$ cat config.mk
export PLATFORM = sky130hd
export DESIGN_NAME = select_share_arbiter
export DESIGN_NICKNAME = d
export VERILOG_FILES = /design/src/rtl/select_share_arbiter.sv
export SDC_FILE = /design/constraint.sdc
export NUM_CORES = 1
export LEC_CHECK = 0
export BUFFER_PORTS_ARGS = -buffer_cell sky130_fd_sc_hd__buf_2
export CAP_MARGIN = 10
export CORE_AREA = 2 2 204 206
export CTS_CLUSTER_SIZE = 24
export DETAILED_ROUTE_END_ITERATION = 16
export DIE_AREA = 0 0 206 208
export PLACE_DENSITY = 0.39
export SETUP_SLACK_MARGIN = 0.02
export SLEW_MARGIN = 20
export SYNTH_ARGS = -nofsm -noshare
export SYNTH_HDL_FRONTEND = slang
export SYNTH_SLANG_ARGS = --single-unit
$ cat constraint.sdc
create_clock -name clk -period 5.7 [get_ports clk]
set_clock_uncertainty 0.05 [all_clocks]
set_input_delay 0.57 -clock clk [delete_from_list [all_inputs] [get_ports clk]]
set_output_delay 0.57 -clock clk [all_outputs]
set_load 0.05 [all_outputs]
$ cat src/rtl/select_share_arbiter.sv
// Round-robin arbiter that lends one elastic selector (condition/true/false -> result)
// to NUM_REQ requesters, holding the grant while a result or an antitoken is outstanding.
module select_share_arbiter #(
  parameter int NUM_REQ   = 4,
  parameter int DATA_TYPE = 32
) (
  input  logic                           clk,
  input  logic                           rst,
  input  logic [NUM_REQ-1:0]             ins_condition,
  input  logic [NUM_REQ-1:0]             ins_condition_valid,
  output logic [NUM_REQ-1:0]             ins_condition_ready,
  input  logic [NUM_REQ*DATA_TYPE-1:0]   ins_true,
  input  logic [NUM_REQ-1:0]             ins_true_valid,
  output logic [NUM_REQ-1:0]             ins_true_ready,
  input  logic [NUM_REQ*DATA_TYPE-1:0]   ins_false,
  input  logic [NUM_REQ-1:0]             ins_false_valid,
  output logic [NUM_REQ-1:0]             ins_false_ready,
  output logic [NUM_REQ*DATA_TYPE-1:0]   outs_result,
  output logic [NUM_REQ-1:0]             outs_result_valid,
  input  logic [NUM_REQ-1:0]             outs_result_ready,
  output logic                           sel_condition,
  output logic                           sel_condition_valid,
  input  logic                           sel_condition_ready,
  output logic [DATA_TYPE-1:0]           sel_true,
  output logic                           sel_true_valid,
  input  logic                           sel_true_ready,
  output logic [DATA_TYPE-1:0]           sel_false,
  output logic                           sel_false_valid,
  input  logic                           sel_false_ready,
  input  logic [DATA_TYPE-1:0]           sel_result,
  input  logic                           sel_result_valid,
  output logic                           sel_result_ready
);

  localparam int PW = $clog2(NUM_REQ);

  typedef enum logic [1:0] {IDLE, LOCKED, DRAIN} state_t;

  state_t          state_q, state_d;
  logic [PW-1:0]   rr_ptr, rr_d;
  logic [PW-1:0]   grant_q, grant_d;
  logic            drain_false_q, drain_false_d;

  logic [PW-1:0]   pick_idx, g;
  logic            pick_found, granted;
  int              off, best_off;

  logic                 g_cond, g_cv, g_tv, g_fv, g_rr;
  logic [DATA_TYPE-1:0] g_true, g_false;
  logic                 fwd_cond, fwd_true, fwd_false, fwd_res;
  logic                 transfer, unchosen_valid, drain_done;

  always_ff @(posedge clk or posedge rst) begin
    if (rst) begin
      state_q       <= IDLE;
      rr_ptr        <= '0;
      grant_q       <= '0;
      drain_false_q <= 1'b0;
    end else begin
      state_q       <= state_d;
      rr_ptr        <= rr_d;
      grant_q       <= grant_d;
      drain_false_q <= drain_false_d;
    end
  end

  // Smallest rotational distance from rr_ptr wins among requesting channels.
  always_comb begin
    pick_found = 1'b0;
    pick_idx   = '0;
    best_off   = NUM_REQ;
    off        = 0;
    for (int i = 0; i < NUM_REQ; i++) begin
      if (ins_condition_valid[i]) begin
        off = (i + NUM_REQ - int'(rr_ptr)) % NUM_REQ;
        if (off < best_off) begin
          best_off   = off;
          pick_idx   = PW'(i);
          pick_found = 1'b1;
        end
      end
    end
  end

  assign g       = (state_q == IDLE) ? pick_idx : grant_q;
  assign granted = (state_q != IDLE) || pick_found;

  always_comb begin
    g_cond  = 1'b0;
    g_cv    = 1'b0;
    g_tv    = 1'b0;
    g_fv    = 1'b0;
    g_rr    = 1'b0;
    g_true  = '0;
    g_false = '0;
    for (int i = 0; i < NUM_REQ; i++) begin
      if (PW'(i) == g) begin
        g_cond  = ins_condition[i];
        g_cv    = ins_condition_valid[i];
        g_tv    = ins_true_valid[i];
        g_fv    = ins_false_valid[i];
        g_rr    = outs_result_ready[i];
        g_true  = ins_true[i*DATA_TYPE +: DATA_TYPE];
        g_false = ins_false[i*DATA_TYPE +: DATA_TYPE];
      end
    end
  end

  // While draining, only the side owed to the antitoken talks to the selector.
  assign fwd_cond  = granted && (state_q != DRAIN);
  assign fwd_res   = fwd_cond;
  assign fwd_true  = granted && ((state_q != DRAIN) || !drain_false_q);
  assign fwd_false = granted && ((state_q != DRAIN) || drain_false_q);

  always_comb begin
    sel_condition       = g_cond;
    sel_condition_valid = fwd_cond && g_cv;
    sel_true            = g_true;
    sel_true_valid      = fwd_true && g_tv;
    sel_false           = g_false;
    sel_false_valid     = fwd_false && g_fv;
    sel_result_ready    = fwd_res && g_rr;
    ins_condition_ready = '0;
    ins_true_ready      = '0;
    ins_false_ready     = '0;
    outs_result_valid   = '0;
    outs_result         = '0;
    for (int i = 0; i < NUM_REQ; i++) begin
      if (granted && (PW'(i) == g)) begin
        ins_condition_ready[i]               = fwd_cond && sel_condition_ready;
        ins_true_ready[i]                    = fwd_true && sel_true_ready;
        ins_false_ready[i]                   = fwd_false && sel_false_ready;
        outs_result_valid[i]                 = fwd_res && sel_result_valid;
        outs_result[i*DATA_TYPE +: DATA_TYPE] = sel_result;
      end
    end
  end

  assign transfer       = fwd_res && sel_result_valid && g_rr;
  assign unchosen_valid = g_cond ? g_fv : g_tv;
  assign drain_done     = drain_false_q ? (g_fv && sel_false_ready) : (g_tv && sel_true_ready);

  always_comb begin
    state_d       = state_q;
    rr_d          = rr_ptr;
    grant_d       = grant_q;
    drain_false_d = drain_false_q;
    case (state_q)
      IDLE, LOCKED: begin
        if (transfer) begin
          grant_d = g;
          rr_d    = (g == PW'(NUM_REQ - 1)) ? '0 : g + PW'(1);
          if (!unchosen_valid) begin
            state_d       = DRAIN;
            drain_false_d = g_cond;
          end else begin
            state_d = IDLE;
          end
        end else if (granted && sel_result_valid) begin
          state_d = LOCKED;
          grant_d = g;
        end
      end
      DRAIN: begin
        if (drain_done) state_d = IDLE;
      end
      default: state_d = IDLE;
    endcase
  end

endmodule
======== After elaboration in Yosys (flattened, before gate mapping) ========
Index checks and enable logic that the tools add are counted.
cells by class
  $add $sub $neg .......................... 5
  order comparisons ....................... 4
  eq/ne operators ......................... 9
  mux-type cells .......................... 79
  bitwise gates (word level) .............. 5
  reductions and logical operators ........ 36
operators by type and width
  cell                                                  count
  2-to-1 mux 32 bit                                     18
  < comparator 3 x 32 -> 1 bit                          3
  2-to-1 mux 1 bit                                      48
  2-to-1 mux 2 bit                                      12
  logical AND 1 bit                                     19
  subtractor 3 x 2 -> 4 bit (first input constant)      4
  OR reduction 2 bit                                    5
  AND reduction 2 bit                                   3
  bitwise AND 1 bit                                     4
  equality test 2 bit (first input constant)            2
  equality test 2 bit (second input constant)           2
  zero test 2 bit                                       2
  < comparator 3 x 4 -> 1 bit (second input constant)   1
  inequality test 2 bit (second input constant)         2
  one-hot mux 2 bit (2 select lines)                    1
  nonzero test 2 bit                                    2
  logical OR 1 bit                                      3
  inequality test 3 bit (second input constant)         1
  AND reduction 3 bit                                   1
  adder 2 x 1 -> 2 bit (second input constant)          1
  equality test 1 x 2 -> 1 bit (first input constant)   1
  equality test 2 x 1 -> 1 bit (second input constant)  1
  zero test 1 bit                                       1
  NOT 1 bit                                             1
storage, ports and cells
  flip-flop bits (word level) ............. 7
  bits of input ports ..................... 314
  output and inout port bits .............. 213
  word-level logic and storage cells ...... 142

======== Longest topological paths before layout ========
  word-level depth ........................ 25
  gate-level depth with buffers ........... 22
  gate-level depth less buffers ........... 19

======== Worst setup path after synthesis ========
No wires, ideal clock.
  path type ............................... input-to-output
  from .................................... input port ins_condition_valid[0]
  to ...................................... output port sel_false[1]
  arrival ................................. 4722 ps
  data required time ...................... 5080 ps
  setup slack ............................. 358 ps
  cell stages on the path ................. 18
  path buffers ............................ 4
  cell sequence ........................... buf_6 > mux2i_1 > a21oi_1 > ha_1 > o22ai_1 > o21ai_0 > o21ai_0 > ha_1 > and3_1 > o21ai_0 > mux2_2 > ha_1 > buf_2 > clkbuf_1 > clkbuf_1 > a221o_1 > o21ai_0 > o21ai_0
on the way
  cells in the longest elaborated chain, start to end .. 16
ends and longest elaborated chain
  item                             RTL line  text
  from (decl)                      10        input logic [NUM_REQ-1:0] ins_condition_valid,
  2-to-1 mux 32 bit (*)            74        if (ins_condition_valid[i]) begin
  < comparator 3 x 32 -> 1 bit     76        if (off < best_off) begin
  2-to-1 mux 32 bit                76
  2-to-1 mux 32 bit (*)            74
  < comparator 3 x 32 -> 1 bit     76
  2-to-1 mux 32 bit                76
  2-to-1 mux 32 bit                74
  < comparator 3 x 32 -> 1 bit     76
  2-to-1 mux 2 bit                 76
  2-to-1 mux 2 bit (*)             74
  2-to-1 mux 2 bit (*)             85        assign g = (state_q == IDLE) ? pick_idx : grant_q;
  via g[1]                         44        logic [PW-1:0] pick_idx, g;
  zero test 2 bit                  97        if (PW'(i) == g) begin
  2-to-1 mux 32 bit (3 in series)  97
  2-to-1 mux 32 bit (*)            97
  to (decl)                        27        output logic [DATA_TYPE-1:0] sel_false,
Mark *: on every way through the listed nets, which the timed path passes. The rest lies on a longest branch.

======== Final worst setup path ========
  from .................................... input port ins_condition_valid[1]
  to ...................................... output port sel_false[26]
on the way
  cells in the longest elaborated chain, start to end .. 13
ends and longest elaborated chain
  item                             RTL line
  2-to-1 mux 32 bit                74
  < comparator 3 x 32 -> 1 bit     76
  2-to-1 mux 32 bit                76
  2-to-1 mux 32 bit                74
  < comparator 3 x 32 -> 1 bit     76
  2-to-1 mux 2 bit                 76
  2-to-1 mux 2 bit (*)             74
  2-to-1 mux 2 bit (*)             85
  zero test 2 bit                  97
  2-to-1 mux 32 bit (3 in series)  97
  2-to-1 mux 32 bit (*)            97
Mark *: on every way between the ends. The rest lies on a longest branch, timed or not.

==> results_dict.tcl <==
set metrics [dict create \
    vias_per_cell 4.11 \
    fin_setup_tns_ps 0 \
    finalCriticalPeriod_ps 5140 \
    rows 74 \
    worst_pin_slew_ps 968 \
    synth.largest_area_cell "and3_1" \
    grt_pass1_vias 6323 \
    required_ps 5080 \
    die-width_um 206 \
    final_common_cell "buf_2" \
    post-route-period-util_pct 90.2 \
    finalHoldViolations 0 \
    synth_compound_area_share_pct 44.1 \
    core_area_sq_um 40600 \
    drc 0 \
    ant_nets 0 \
    drt_iter0_markers 394 \
    layout.nets 1396 \
    wl_um 26500 \
    slew_headroom_pct 35.5 \
    synth_edf_count 0 \
    ys_warn_count 0 \
    port_buffers 526 \
    async_reset_ff_share_pct 100 \
    clock-root-buffer "clkbuf_16" \
    maxSlewViolCount 0 \
    synth_top_area_share_pct 23.7 \
    setup_viol 0 \
    synth_top_family_by_area "compound AO/OA/AOI/OAI gates" \
    synthesis.nets 910 \
    groute.usage.overall_pct 11.3 \
    grt_max_degree 130 \
    dp_hpwl_um 22500 \
    drive_gt1_share_pct 53.6 \
    postCtsSetupBuffers 0 \
    ys_ff_latch 7 \
    cap_violations 0 \
    yosysUniqueCellTypes 46 \
    worstSetupPathType "input pin to output port" \
    die_h_um 208 \
    gp_congestion 0.847 \
    critical_path.max_fanout 26 \
    htreeDepth 1 \
    rsz0062_at_grt "no" \
    yosysSeqAreaShare_pct 4.85 \
    cts.reportedPaths.clkPinSlew_ps 40 \
    yosys_most_used_dff "dfrtp_1" \
    synthAdderAreaFrac_pct 2.08 \
    antenna_found_initial 5 \
    initial_utilization_pct 8.91 \
    vias 6611 \
    cts_tree "built" \
    synth_area_leaders "and3_1 (24%), o21ai_0 (19%), a221o_1 (18%)" \
    status "finished clean" \
    gr-total-overflow 0 \
    diodes 0 \
    startpoint_type "input pin" \
    worstSkewPairLatency_ps 230 \
    grt_pass1_wl_um 37600 \
    dr.pass1.iters 5 \
    synthCells 590 \
    arrival_ps 4520 \
    wire_per_inst_um 16.5 \
    fmax_mhz 194 \
    synth_xor_area_share_pct 0.242 \
    synth.area.mux_share_pct 1.87 \
    io_pins 527 \
    end_kind "output port" \
    synth_area_sq_um 3610 \
    hold_buffers 0 \
    area_growth_pct 101 \
    cts.sinks 7 \
    final_cell_mix "buf_2 (513), and3_1 (137), o21ai_0 (133)" \
    syn_area_per_cell_sq_um 6.13 \
    clock_path_buffers 2 \
    die_area_sq_um 42800 \
    numCtsBuffers 3 \
    hp-class "input pin to asynchronous set/reset pin" \
    synthSimpleGateAreaFrac_pct 37.1 \
]
==> synth_stat cells, types with 4 or more instances <==
cell      number
a211oi_1       5
inv_1         11
a21oi_1       12
buf_1          8
clkbuf_1      60
dfrtp_1        7
nor2b_1        5
and3_1       137
buf_2          9
nand2b_1       5
nand2_1       72
and2_1         4
nor2_1         9
o21ai_0      134
ha_1           6
a221o_1       64
==> kinds of logic (layout without fill, tap and decap cells) <==
logic type	Yosys count	count (layout)
buffers and inverters	89	574
flip-flops	7	7
AO/OA/AOI/OAI	236	236
XOR/XNOR	1	1
multiplexers	6	6
adder cells (fa/ha/maj)	6	6
AND/OR/NAND/NOR	245	245
==> what timing repair did <==
| item | in CTS | in global routing |
|---|---|---|
| hold endpoints to repair | 0 | 0 |
| endpoints found under the setup margin | 0 | 3 |
| resized for setup | 0 | 1 |
==> per-stage QoR <==
stage	hold WS (ps)	setup WS [ps]	instances	area, sq um	utilization, %
floorplan	323	358	590	3610	-
global placement	456	354	1603	7180	17.7
detailed placement	443	321	1603	7180	17.7
CTS	244	327	1607	7260	17.9
global route	262	133	1607	7260	17.9
finish	238	557	1607	7260	17.9
==> registers in the layout, summed over array words and instances (netlist names) <==
register / count
grant_q: 2
drain_false_q: 1
rr_ptr: 2
state_q: 2
==> metal layers <==
metal	wire, um	global-route usage [%]	share of wire [%]
met1	11000	13.9	41
met5	69	0	0.26
met3	1910	1.71	7.2
met2	13200	21.0	50
met4	380	1.67	1.4
==> critical path, cell delays in order <==
cell and delay (ps):
buf_2 160, inv_1 90, and4_1 190, a21oi_1 170, ha_1 260, o22ai_1 180, o21ai_1 160, nand2_1 80
o21ai_0 80, ha_1 310, and3_1 150, o21ai_0 270, mux2i_1 210, ha_4 290, nor2b_4 160, buf_12 180
a221o_1 150, o21ai_0 70, o21ai_0 540, buf_12 220
==> worst paths after layout <==
kind | from | to | slack (ps) | cells past startpoint
hold / removal | rst | rr_ptr[0]$_DFFE_PP0P_ | 240 | 2
max in group asynchronous | rst | state_q[0]$_DFFE_PP0P_ | 5130 | 2
setup reg to reg | rr_ptr[1]$_DFFE_PP0P_ | drain_false_q$_DFFE_PP0P_ | 1060 | 19
hold reg to reg | grant_q[0]$_DFFE_PP0P_ | grant_q[0]$_DFFE_PP0P_ | 460 | 2
setup / recovery | ins_condition_valid[1] | sel_false[26] | 560 | 20
min in group clk | grant_q[0]$_DFFE_PP0P_ | grant_q[0]$_DFFE_PP0P_ | 460 | 2
==> cell type report <==
cell class,instances,area (sq um)
tap,532,666
fill,4694,33300
clock buffer,4,78.8
sequential,7,175
inverter,11,41.3
multi-input combinational,494,3130
timing repair buffer,559,3160
Power is not shown: default switching activity piles up to over one toggle a cycle in this logic, so the estimate is an artifact.
